**src/rtl/pipeline_ctrl_pkg.sv**
```systemverilog
// Shared types and constants for the RV32I pipeline hazard controller.
package pipeline_ctrl_pkg;

  localparam int REG_IDX_W = 5;
  localparam logic [REG_IDX_W-1:0] X0_IDX = '0;

  typedef enum logic [1:0] {
    RUN      = 2'd0,
    FLUSH    = 2'd1,
    MEM_WAIT = 2'd2
  } hazard_state_t;

endpackage

```
**src/rtl/pipeline_hazard_ctrl_if.sv**
```systemverilog
// Pipeline-side view of the hazard controller: hazard inputs in, stage enables and counters out.
interface pipeline_hazard_ctrl_if #(
  parameter int CNT_W = 32
);
  import pipeline_ctrl_pkg::*;

  logic [REG_IDX_W-1:0] idRs1;
  logic [REG_IDX_W-1:0] idRs2;
  logic                 idUsesRs1;
  logic                 idUsesRs2;
  logic [REG_IDX_W-1:0] exRd;
  logic                 exMemRead;
  logic                 branchTaken;
  logic                 imemReady;
  logic                 dmemBusy;

  logic                 pcWrite;
  logic                 ifIdWrite;
  logic                 ifIdFlush;
  logic                 idExFlush;
  logic                 pipeHold;
  logic [CNT_W-1:0]     stallCount;
  logic [CNT_W-1:0]     flushCount;

  modport master (
    output idRs1, idRs2, idUsesRs1, idUsesRs2, exRd, exMemRead,
           branchTaken, imemReady, dmemBusy,
    input  pcWrite, ifIdWrite, ifIdFlush, idExFlush, pipeHold,
           stallCount, flushCount
  );

  modport slave (
    input  idRs1, idRs2, idUsesRs1, idUsesRs2, exRd, exMemRead,
           branchTaken, imemReady, dmemBusy,
    output pcWrite, ifIdWrite, ifIdFlush, idExFlush, pipeHold,
           stallCount, flushCount
  );

endinterface

```
**src/rtl/sat_counter.sv**
```systemverilog
// Up-counter that sticks at all-ones instead of wrapping.
module sat_counter #(
  parameter int W = 32
) (
  input  logic         clk,
  input  logic         rst,
  input  logic         inc,
  output logic [W-1:0] count
);

  logic [W-1:0] count_q;
  logic [W-1:0] count_d;

  always_comb begin
    count_d = count_q;
    if (inc && (count_q != '1)) begin
      count_d = count_q + W'(1);
    end
  end

  always_ff @(posedge clk) begin
    if (rst) begin
      count_q <= '0;
    end else begin
      count_q <= count_d;
    end
  end

  assign count = count_q;

endmodule

```
**src/rtl/pipeline_hazard_ctrl.sv**
```systemverilog
// Hazard/sequencing controller for the 5-stage RV32I pipeline: load-use stalls,
// taken-branch flushes, memory wait states and stall/flush performance counters.
//
// state    | meaning
// RUN      | normal issue; load-use and fetch-wait handled here
// FLUSH    | extra IF/ID flush cycles after a taken branch, flush_left remaining
// MEM_WAIT | pipeline frozen on data memory; branch_pending remembers a branch seen meanwhile
module pipeline_hazard_ctrl
  import pipeline_ctrl_pkg::*;
#(
  parameter int BRANCH_PENALTY = 1,
  parameter int CNT_W          = 32
) (
  input  logic                    clk,
  input  logic                    rst,
  pipeline_hazard_ctrl_if.slave   hz
);

  localparam logic [2:0] FLUSH_INIT = 3'(BRANCH_PENALTY - 1);

  hazard_state_t state_q, state_d;
  logic [2:0]    flush_left_q, flush_left_d;
  logic          branch_pending_q, branch_pending_d;

  logic load_use;
  logic pc_write, if_id_write, if_id_flush, id_ex_flush, pipe_hold;
  logic [CNT_W-1:0] stall_count, flush_count;

  assign load_use = hz.exMemRead && (hz.exRd != X0_IDX) &&
                    ((hz.idUsesRs1 && (hz.idRs1 == hz.exRd)) ||
                     (hz.idUsesRs2 && (hz.idRs2 == hz.exRd)));

  always_comb begin
    state_d          = state_q;
    flush_left_d     = flush_left_q;
    branch_pending_d = branch_pending_q;
    pc_write         = 1'b1;
    if_id_write      = 1'b1;
    if_id_flush      = 1'b0;
    id_ex_flush      = 1'b0;
    pipe_hold        = 1'b0;

    if (hz.dmemBusy) begin
      pc_write    = 1'b0;
      if_id_write = 1'b0;
      pipe_hold   = 1'b1;
      if (hz.branchTaken) begin
        branch_pending_d = 1'b1;
      end
      state_d = MEM_WAIT;
    end else if (hz.branchTaken || ((state_q == MEM_WAIT) && branch_pending_q)) begin
      // Branch wins over load-use: the stalled ID instruction is on the wrong path.
      if_id_flush      = 1'b1;
      id_ex_flush      = 1'b1;
      branch_pending_d = 1'b0;
      if (BRANCH_PENALTY > 1) begin
        state_d      = FLUSH;
        flush_left_d = FLUSH_INIT;
      end else begin
        state_d      = RUN;
        flush_left_d = '0;
      end
    end else if (state_q == FLUSH) begin
      if_id_flush  = 1'b1;
      flush_left_d = flush_left_q - 3'd1;
      if (flush_left_q <= 3'd1) begin
        state_d      = RUN;
        flush_left_d = '0;
      end
    end else begin
      state_d = RUN;
      if (load_use) begin
        pc_write    = 1'b0;
        if_id_write = 1'b0;
        id_ex_flush = 1'b1;
      end else if (!hz.imemReady) begin
        pc_write    = 1'b0;
        if_id_flush = 1'b1;
      end
    end

    if (rst) begin
      pc_write    = 1'b0;
      if_id_write = 1'b0;
      if_id_flush = 1'b1;
      id_ex_flush = 1'b1;
      pipe_hold   = 1'b0;
    end
  end

  always_ff @(posedge clk) begin
    if (rst) begin
      state_q          <= RUN;
      flush_left_q     <= '0;
      branch_pending_q <= 1'b0;
    end else begin
      state_q          <= state_d;
      flush_left_q     <= flush_left_d;
      branch_pending_q <= branch_pending_d;
    end
  end

  sat_counter #(.W(CNT_W)) u_stall_cnt (
    .clk   (clk),
    .rst   (rst),
    .inc   (!rst && !pc_write),
    .count (stall_count)
  );

  sat_counter #(.W(CNT_W)) u_flush_cnt (
    .clk   (clk),
    .rst   (rst),
    .inc   (!rst && if_id_flush),
    .count (flush_count)
  );

  assign hz.pcWrite    = pc_write;
  assign hz.ifIdWrite  = if_id_write;
  assign hz.ifIdFlush  = if_id_flush;
  assign hz.idExFlush  = id_ex_flush;
  assign hz.pipeHold   = pipe_hold;
  assign hz.stallCount = stall_count;
  assign hz.flushCount = flush_count;

endmodule
```
**src/flat_wrapper.sv**
```systemverilog
// flat-port wrapper written by rule: the top's interface ports become plain ports
module pipeline_hazard_ctrl_flat import pipeline_ctrl_pkg::*;
#(
  parameter int BRANCH_PENALTY = 1,
  parameter int CNT_W          = 32
)
  (clk, rst, hz_idRs1, hz_idRs2, hz_idUsesRs1, hz_idUsesRs2, hz_exRd, hz_exMemRead, hz_branchTaken, hz_imemReady, hz_dmemBusy, hz_pcWrite, hz_ifIdWrite, hz_ifIdFlush, hz_idExFlush, hz_pipeHold, hz_stallCount, hz_flushCount);
  pipeline_hazard_ctrl_if #(.CNT_W(CNT_W)) hz_i ();
  input  logic clk;
  input  logic rst;
  input wire logic [$bits(hz_i.idRs1)-1:0] hz_idRs1;
  input wire logic [$bits(hz_i.idRs2)-1:0] hz_idRs2;
  input wire logic [$bits(hz_i.idUsesRs1)-1:0] hz_idUsesRs1;
  input wire logic [$bits(hz_i.idUsesRs2)-1:0] hz_idUsesRs2;
  input wire logic [$bits(hz_i.exRd)-1:0] hz_exRd;
  input wire logic [$bits(hz_i.exMemRead)-1:0] hz_exMemRead;
  input wire logic [$bits(hz_i.branchTaken)-1:0] hz_branchTaken;
  input wire logic [$bits(hz_i.imemReady)-1:0] hz_imemReady;
  input wire logic [$bits(hz_i.dmemBusy)-1:0] hz_dmemBusy;
  output wire logic [$bits(hz_i.pcWrite)-1:0] hz_pcWrite;
  output wire logic [$bits(hz_i.ifIdWrite)-1:0] hz_ifIdWrite;
  output wire logic [$bits(hz_i.ifIdFlush)-1:0] hz_ifIdFlush;
  output wire logic [$bits(hz_i.idExFlush)-1:0] hz_idExFlush;
  output wire logic [$bits(hz_i.pipeHold)-1:0] hz_pipeHold;
  output wire logic [$bits(hz_i.stallCount)-1:0] hz_stallCount;
  output wire logic [$bits(hz_i.flushCount)-1:0] hz_flushCount;
  assign hz_i.idRs1 = hz_idRs1;
  assign hz_i.idRs2 = hz_idRs2;
  assign hz_i.idUsesRs1 = hz_idUsesRs1;
  assign hz_i.idUsesRs2 = hz_idUsesRs2;
  assign hz_i.exRd = hz_exRd;
  assign hz_i.exMemRead = hz_exMemRead;
  assign hz_i.branchTaken = hz_branchTaken;
  assign hz_i.imemReady = hz_imemReady;
  assign hz_i.dmemBusy = hz_dmemBusy;
  assign hz_pcWrite = hz_i.pcWrite;
  assign hz_ifIdWrite = hz_i.ifIdWrite;
  assign hz_ifIdFlush = hz_i.ifIdFlush;
  assign hz_idExFlush = hz_i.idExFlush;
  assign hz_pipeHold = hz_i.pipeHold;
  assign hz_stallCount = hz_i.stallCount;
  assign hz_flushCount = hz_i.flushCount;
  pipeline_hazard_ctrl #(.BRANCH_PENALTY(BRANCH_PENALTY), .CNT_W(CNT_W)) u_core (.clk(clk), .rst(rst), .hz(hz_i));
endmodule
```
**config.mk**
```make
export PLATFORM = sky130hd
export DESIGN_NAME = pipeline_hazard_ctrl_flat
export DESIGN_NICKNAME = d
export VERILOG_FILES = /design/src/rtl/pipeline_ctrl_pkg.sv /design/src/rtl/pipeline_hazard_ctrl_if.sv /design/src/rtl/sat_counter.sv /design/src/rtl/pipeline_hazard_ctrl.sv /design/src/flat_wrapper.sv
export SDC_FILE = /design/constraint.sdc
export NUM_CORES = 1
export LEC_CHECK = 0
export CELL_PAD_IN_SITES_DETAIL_PLACEMENT = 1
export CELL_PAD_IN_SITES_GLOBAL_PLACEMENT = 1
export CORE_ASPECT_RATIO = 0.75
export CORE_UTILIZATION = 39
export CTS_BUF_LIST = sky130_fd_sc_hd__clkbuf_16
export CTS_CLUSTER_DIAMETER = 60
export CTS_CLUSTER_SIZE = 14
export DETAILED_ROUTE_END_ITERATION = 7
export PLACE_DENSITY_LB_ADDON = 0.1
export SYNTH_ARGS = -nofsm -noshare
export SYNTH_HDL_FRONTEND = slang
export SYNTH_HIERARCHICAL = 1
export SYNTH_SLANG_ARGS = --single-unit
```
**constraint.sdc**
```tcl
create_clock -name clk -period 5.07 [get_ports clk]
set_input_delay 0.7605 -clock clk [delete_from_list [all_inputs] [get_ports clk]]
set_output_delay 0.7605 -clock clk [all_outputs]
set_load 0.01 [all_outputs]
```
* Yosys cells after proc, flatten, opt, wreduce, memory -nomap -nowiden
Cells that the tools add are included.
** Word-level totals
- Bits in registers :: 66
- Input bits :: 23
** Cells by class
- Add/subtract/negate cells :: 2
- Eq/ne operators :: 5
- Muxes and demuxes :: 24
- Reductions and logical operators :: 16
** Operator list (number)
- adder 32 x 1 -> 32 bit, second input constant :: 2
- != test 32 bit, second input constant :: 2
- two-way mux 1 bit :: 23
- equality test 5 bit :: 2
- logical AND 1 bit :: 9
- nonzero test 5 bit :: 1
- logical NOT 1 bit :: 2
- logical OR 1 bit :: 2
- two-way mux 2 bit :: 1
- != test 2 bit, second input constant :: 1
- AND reduction 2 bit :: 1
- nonzero test 2 bit :: 1

* Longest topological paths before layout
Gate-level depths: netlist of the first run.
- Word-level depth :: 11
- Gate-level depth with buffers :: 10
- Gate-level depth less buffers :: 10

* Cells and area by module
Netlist of the first run, hierarchy kept.
** By module, submodules not included
- sat_counter :: instances 2, cells an instance 199, area each 1674.1 um2
- pipeline_hazard_ctrl :: instances 1, cells an instance 37, area each 299.0 um2

* Worst setup path after synthesis of the first run
No wires, ideal clock.
- Path kind :: input -> register
- From :: input port hz_exRd[1]
- To :: register u_core.u_flush_cnt.count_q[31] (netlist: u_core/u_flush_cnt/count[31])
- Setup time :: 121 ps
- Data arrival time :: 3390 ps
- Path slack :: 1559 ps
- Cell stages on the path :: 9
- Cell sequence :: or4_4 o21ai_4 o21bai_1 a211oi_2 nand4_1 nor4_2 nand4_1 nor4_1 mux2_2
** On the way
- Word-level cells in the longest chain between the ends :: 10
- Elaborated cells between the ends (all ways) :: 14
- Classes of those cells :: 2 x eq/ne; 4 x mux; 8 x reduce/logical
** Ends and longest elaborated chain
- start, declared :: line flat_wrapper.sv:15 : input wire logic [$bits(hz_i.exRd)-1:0] hz_exRd;
- equality test 5 bit, on equally long branches :: line pipeline_hazard_ctrl.sv:30, pipeline_hazard_ctrl.sv:31
- logical AND 1 bit, on equally long branches :: line pipeline_hazard_ctrl.sv:30, pipeline_hazard_ctrl.sv:31
- logical OR 1 bit :: line pipeline_hazard_ctrl.sv:30 : ((hz.idUsesRs1 && (hz.idRs1 == hz.exRd)) ||
- logical AND 1 bit * :: line pipeline_hazard_ctrl.sv:29 : assign load_use = hz.exMemRead && (hz.exRd != X0_IDX) &&
- two-way mux 1 bit * :: line pipeline_hazard_ctrl.sv:72 : if (load_use) begin
- two-way mux 1 bit * :: line pipeline_hazard_ctrl.sv:51 : end else if (hz.branchTaken || ((state_q == MEM_WAIT) && branch_pending_q)) begin
- two-way mux 1 bit * :: line pipeline_hazard_ctrl.sv:43 : if (hz.dmemBusy) begin
- two-way mux 1 bit * :: line pipeline_hazard_ctrl.sv:82 : if (rst) begin
- logical AND 1 bit * :: line pipeline_hazard_ctrl.sv:113 : .inc (!rst && if_id_flush),
- logical AND 1 bit * :: line sat_counter.sv:16 : if (inc && (count_q != '1)) begin
- end signal, assigned :: line sat_counter.sv:25 : count_q <= count_d;
- end, declared :: line sat_counter.sv:11 : logic [W-1:0] count_q;
Every way passes the cells marked *; elsewhere a longest branch is shown, timed or not.
A chain may end at the register's enable or synchronous reset.

* Final worst setup path of the first run
Ends and elaborated chain as after synthesis.

==> flow_summary.yaml, run 1 <==
power:
  pwr-share-seq_pct: 46.3
  irDropWorstVdd_v: 0.000121
  total_power_mw: 1.14
  p_sw_share_pct: 22.8
  power_density_nw_per_um2: 231
  switchingPower_uw: 259
  power_frac_clock_pct: 47.1
  p_int_uw: 880
  p_comb_share_pct: 6.6
  p_leak_nw: 1.47
sta:
  tightest_slew_ps: 807
  relSlewSlack_pct: 45.7
  final.setup.tns_ps: 0
  fin_ws_ps: 1050
  hold_viol_final: 0
  fin_skew_ps: 6.74
  rsz0062_at_grt: "no"
  fin_crit_ps: 4020
  setup_viol: 0
  maxSlewViolCount: 0
  max_clock_freq_ghz: 0.249
  post-route-period-util_pct: 79.3
critical_path:
  critPathTopFamily: "simple AND/OR/NAND/NOR gates"
  required_ps: 5290
  startpoint_type: "primary input"
  cp-end-kind: "flip-flop"
  cp_cell_sequence: "clkdlybuf4s50_1 -> or4_4 -> o21ai_4 -> o21bai_1 -> a211oi_2 -> nand4_1 -> buf_4 -> nor4_2 -> nand4_1 -> nor4_1 -> mux2_2"
  path_class: "in2reg"
  path_buf_inv: 2
  worstPathArrival_ps: 4240
  cp_max_fo: 10
  cpMaxStageDelayCell: "or4_4"
  max_stage_delay_ps: 580
  cp_common_cell: "nand4_1"
detailed_routing:
  topRoutingLayerUsed: "met4"
  routed_wl_mm: 11.4
  vias: 3797
  first_pass_iters: 4
  wl_met3_um: 609
  wl_met1_mm: 5.78
  drt_iter0_markers: 238
  met2_length_mm: 4.89
  wl_per_cell_um: 17.4
  ant_nets: 0
  viasPerCell: 5.81
  drc_errors: 0
global_route:
  grt_pass1_vias: 3704
  antenna_found_initial: 0
  grt_pass1_wl_mm: 18.8
  grt_max_degree: 38
  grtUsageTotal_pct: 24.2
  grt_overflow: 0
logic_synthesis:
  syn-cell-area_um2: 3650
  yosysSeqAreaShare_pct: 36.2
  syn_nets: 460
  synthFlopType: "dfxtp_1"
  synthDominantAreaCellType: "dfxtp_1"
  synth_commonest_cells: "dfxtp_1 (66), a21oi_1 (46), nor2_1 (34), nand3_1 (26), o31ai_1 (25)"
  yosysWarnings: 6
  syn_inst: 435
  synth_edf_count: 0
  ys_ff_latch: 66
  synth_cell_type_count: 46
  synth_top_area_share_pct: 36.2
  synthArstFlopShare_pct: 0
  ys_top_cells_by_area: "dfxtp_1 (36%), a21oi_1 (6.3%), o31ai_1 (5.1%)"
  avgSynthCellArea_um2: 8.38
  yosysMostFrequentCell: "dfxtp_1"
clock_tree:
  clk_latency_ps: 330
  cts_tree: "done"
  clock-root-buffer: "clkbuf_16"
  cts_inserted_buffers: 9
  clk_pin_slew_ps: 60
  cts_hold_buf: 0
  cts.sinks: 66
  post_cts_buffers: 0
  htreeDepth: 3
  cts-resized-gates: 0
  clockBufferDepth: 2
placed_design:
  place_ws_ps: 749
  dp_cells: 638
  io_buffers: 91
  place_congestion: 0.770
  hpwl_mm: 8.29
run_status:
  status: "finished clean"
die:
  die_y_um: 85.8
  die_x_um: 114
  dieArea_um2: 9750
  num_io_pins: 92
  core_area_um2: 9050
  start_util_pct: 40.3
  rows: 30
final_layout:
  final_net_count: 546
  final_cells: 653
  n_antenna_cell: 0
  area_delta_synth_final_pct: 35.2
  layout-drive-gt1-share_pct: 7.81
  final_core_util_pct: 54.5
job:
  cap_violations: 0
min_path:
  hp-class: "reg2reg"
[registers in the layout (all words and copies together), names as in the netlist]
signal                    cells
u_core/branch_pending_q       1
u_core/u_flush_cnt/count     32
u_core/u_stall_cnt/count     32
u_core/state_q                1
[placed cells by master (no fill, tap or decap), types with 3 or more instances in the layout]
master	instances
nor2_1	34
buf_4	6
or4_1	24
nand2_1	20
clkinv_2	3
clkbuf_16	9
a2111oi_0	4
nor4_2	4
inv_1	5
xnor2_1	14
a21o_1	3
or3_1	20
and4_1	8
xor2_1	10
clkdlybuf4s50_1	90
nor2b_1	7
nor3b_1	4
nand3_1	26
o21ai_0	16
a211oi_1	3
and3_1	6
nor3_1	5
o31ai_1	25
nand4_1	20
a21oi_1	46
nor4_1	8
dfxtp_1	66
[logic make-up after synthesis]
kind of cell / count (synthesis) / share of synthesized area, %
DFF: 66 / 36.2
muxes: 6 / 1.78
buffers and inverters: 26 / 2.88
and+or+nand+nor: 202 / 32.8
xor gates and xnor gates: 24 / 5.76
adders and majority gates: 2 / 0.686
AOI/OAI and AO/OA: 109 / 19.9
[worst min-delay path: stages, from the launching register on]
cell	delay (ps)
dfxtp_1	330
o31ai_1	70
a21oi_1	60
[worst paths after layout]
check | start | endpoint | slack (ps) | cells past startpoint
min reg2reg | u_core/u_stall_cnt/count[23]$_SDFFE_PP0P_ | u_core/u_stall_cnt/count[23]$_SDFFE_PP0P_ | 500 | 2
max | hz_exRd[1] | u_core/u_flush_cnt/count[31]$_SDFFE_PP0P_ | 1050 | 11
max reg2reg | u_core/state_q[1]$_SDFF_PP0_ | u_core/u_stall_cnt/count[31]$_SDFFE_PP0P_ | 2050 | 9
min | u_core/u_stall_cnt/count[23]$_SDFFE_PP0P_ | u_core/u_stall_cnt/count[23]$_SDFFE_PP0P_ | 500 | 2
[through the flow]
| stage | cell area (µm²) | hold WS, ps |
|---|---|---|
| 6_report | 4930 | 503 |
| 5_1_grt | 4930 | 550 |
| 4_1_cts | 4930 | 510 |
| 3_5_place_dp | 4680 | 501 |
| 3_3_place_gp | 4680 | 474 |
| 2_1_floorplan | 3650 | 475 |
[cell type report]
| type | instances | area, µm² |
|---|---|---|
| clock buffer | 9 | 225 |
| clock inverter | 6 | 26.3 |
| fill | 1090 | 4110 |
| inverter | 4 | 15.0 |
| multi-input combinational | 343 | 2230 |
| sequential | 66 | 1320 |
| tap | 128 | 160 |
| timing repair buffer | 97 | 951 |
[power groups by stage]
stage / sequential (mW) / clock, mW / combinational [mW]
after floorplan: 0.538 / 0 / 0.0333
after global placement: 0.538 / 0 / 0.0728
after detailed placement: 0.538 / 0 / 0.0751
after CTS: 0.527 / 0.552 / 0.0758
after global routing: 0.527 / 0.572 / 0.0810
final: 0.527 / 0.537 / 0.0752
[routing by layer]
| metal | GRT usage (%) | up-vias |
|---|---|---|
| li1 | - | 1837 |
| met1 | 34.3 | 1848 |
| met2 | 36.6 | 103 |
| met3 | 6.57 | 9 |
| met4 | 5.38 | 0 |
| met5 | 0 | - |
No activity file was read; power rests on OpenSTA's default activity.
==> inputs of run 2 (changes only) <==
--- a/config.mk
+++ b/config.mk
@@ -8,7 +8,7 @@
 export CELL_PAD_IN_SITES_DETAIL_PLACEMENT = 1
 export CELL_PAD_IN_SITES_GLOBAL_PLACEMENT = 1
 export CORE_ASPECT_RATIO = 0.75
-export CORE_UTILIZATION = 39
+export CORE_UTILIZATION = 33
 export CTS_BUF_LIST = sky130_fd_sc_hd__clkbuf_16
 export CTS_CLUSTER_DIAMETER = 60
 export CTS_CLUSTER_SIZE = 14
==> constraint.sdc (replaced) <==
create_clock -name clk -period 3.4 [get_ports clk]
set_input_delay 0.51 -clock clk [delete_from_list [all_inputs] [get_ports clk]]
set_output_delay 0.51 -clock clk [all_outputs]
set_load 0.01 [all_outputs]
==> run 2 against run 1 <==
  * Register-to-register slack worse by 1300 ps
  * Via count is 2.8% higher
  * Worst setup slack worse by 880 ps
  * Critical path depth is 1 higher
  * Non-clock buffer count is 29 higher
  * Power is 58% higher
  * Utilization is 5.0 points lower
  * Sequential cell count stayed put
  * Die area is 18% higher
  * Count of clock-buffer cells in the layout stayed put
  * Clock skew is 0.76 ps lower
  * Sequential power is 49% higher
==> flow_summary.yaml, run 2 (synthesis gave the netlist of run 1 again) <==
global_route:
  grtUsageTotal_pct: 21.2
  grt_pass1_vias: 3792
  grt_pass1_wl_mm: 19.1
  antenna_found_initial: 0
  grt_max_degree: 44
  grt_overflow: 0
sta:
  post-route-period-util_pct: 95.1
  fin_skew_ps: 5.98
  fin_crit_ps: 3230
  holdWs_ps: 493
  hold_viol_final: 0
  tightest_slew_ps: 797
  relSlewSlack_pct: 46.4
  max_clock_freq_ghz: 0.309
  fin_ws_ps: 166
  setup_viol: 0
  maxSlewViolCount: 0
die:
  die_y_um: 93.0
  core_area_um2: 10500
  num_io_pins: 92
  start_util_pct: 34.6
  dieArea_um2: 11500
  rows: 32
  die_x_um: 123
final_layout:
  area_delta_synth_final_pct: 42.9
  layout-drive-gt1-share_pct: 12.8
  final_core_util_pct: 49.5
  fill_cells: 1235
  final_common_cell: "clkdlybuf4s50_1"
  n_antenna_cell: 0
  final_cell_mix: "clkdlybuf4s50_1 (89), dfxtp_1 (66), a21oi_1 (46)"
  final_net_count: 575
critical_path:
  cp-end-kind: "flip-flop"
  cp_max_fo: 10
  required_ps: 3600
  path_class: "in2reg"
  worstPathArrival_ps: 3430
  startpoint_type: "primary input"
clock_tree:
  htreeDepth: 3
  clk_latency_ps: 330
  clock-root-buffer: "clkbuf_16"
  clk_pin_slew_ps: 50
  cts_tree: "done"
  cts.sinks: 66
  clockBufferDepth: 2
  cts_inserted_buffers: 9
detailed_routing:
  wl_per_cell_um: 16.8
  routed_wl_mm: 11.6
  viasPerCell: 5.66
  drt_iter0_markers: 158
  ant_nets: 0
  first_pass_iters: 4
  drc_errors: 0
  vias: 3904
placed_design:
  place_ws_ps: -255
  io_buffers: 91
  hpwl_mm: 8.53
  place_congestion: 0.806
power:
  power_density_nw_per_um2: 345
  total_power_mw: 1.80
  p_leak_nw: 1.67
  irDropWorstVdd_v: 0.000220
min_path:
  hp-class: "in2reg"
job:
  cap_violations: 0
run_status:
  status: "finished clean"
## run 2: cell count changes in the layout (fill, tap and decap cells not counted), sizes merged
cell           change
buf               +29
clkdlybuf4s50      -1
dlymetal6s2s       +1
bufinv             +1
clkinv             -2
inv                +1
## run 2: final timing paths
| path | slack [ps] | from | cells past startpoint | endpoint |
|---|---|---|---|---|
| hold / removal | 490 | rst | 2 | u_core/state_q[1]$_SDFF_PP0_ |
| hold reg to reg | 500 | u_core/u_flush_cnt/count[15]$_SDFFE_PP0P_ | 2 | u_core/u_flush_cnt/count[15]$_SDFFE_PP0P_ |
| setup reg to reg | 730 | u_core/u_flush_cnt/count[13]$_SDFFE_PP0P_ | 6 | u_core/u_flush_cnt/count[21]$_SDFFE_PP0P_ |
| setup / recovery | 170 | hz_exRd[1] | 12 | u_core/u_flush_cnt/count[20]$_SDFFE_PP0P_ |
## run 2: what timing repair did
item / CTS / global route
endpoints found under the hold margin: 0 / 0
setup endpoints to repair: 0 / 12
hold buffers: 0 / 0
gates resized for setup: 0 / 4
setup buffers: 0 / 1
## run 2: through the flow
step | instance area [µm²] | TNS (ps) | cells
after global placement | 4900 | -1200 | 674
final | 5210 | 0 | 690
after floorplan | 3650 | 0 | 435
after detailed placement | 4900 | -2200 | 674
after global routing | 5210 | -54.6 | 690
after CTS | 5180 | 0 | 689
## run 2: per-layer routing
layer | global-route usage [%] | vias up | routed length, µm
met5 | 0 | - | 0
met4 | 5.42 | 0 | 125
met3 | 5.79 | 11 | 651
met2 | 31.6 | 93 | 5040
met1 | 29.9 | 1889 | 5790
li1 | - | 1911 | -
## run 2: cell type report
| class | count | area [µm²] | share of cell area [%] |
|---|---|---|---|
| multi-input cells | 343 | 2260 | 43.3 |
| flip-flops and latches | 66 | 1320 | 25.4 |
| repair buffers | 126 | 1170 | 22.5 |
| clock buffers | 9 | 225 | 4.32 |
| well taps | 136 | 170 | 3.27 |
| clock inverters | 6 | 51.3 | 0.984 |
| inverters | 4 | 15.0 | 0.288 |
## run 2: power by group
part	switching, mW	internal [mW]
combinational	0.0558	0.0629
clock	0.339	0.553
sequential	0.00660	0.779
## run 2: critical path, stage by stage
cell	delay, ps
clkdlybuf4s50_1	470
or4_4	570
o21ai_4	140
o21bai_1	120
a211oi_2	270
buf_4	180
nand3_1	120
buf_4	200
a2111oi_0	470
buf_4	220
xnor2_1	110
nor2_1	50
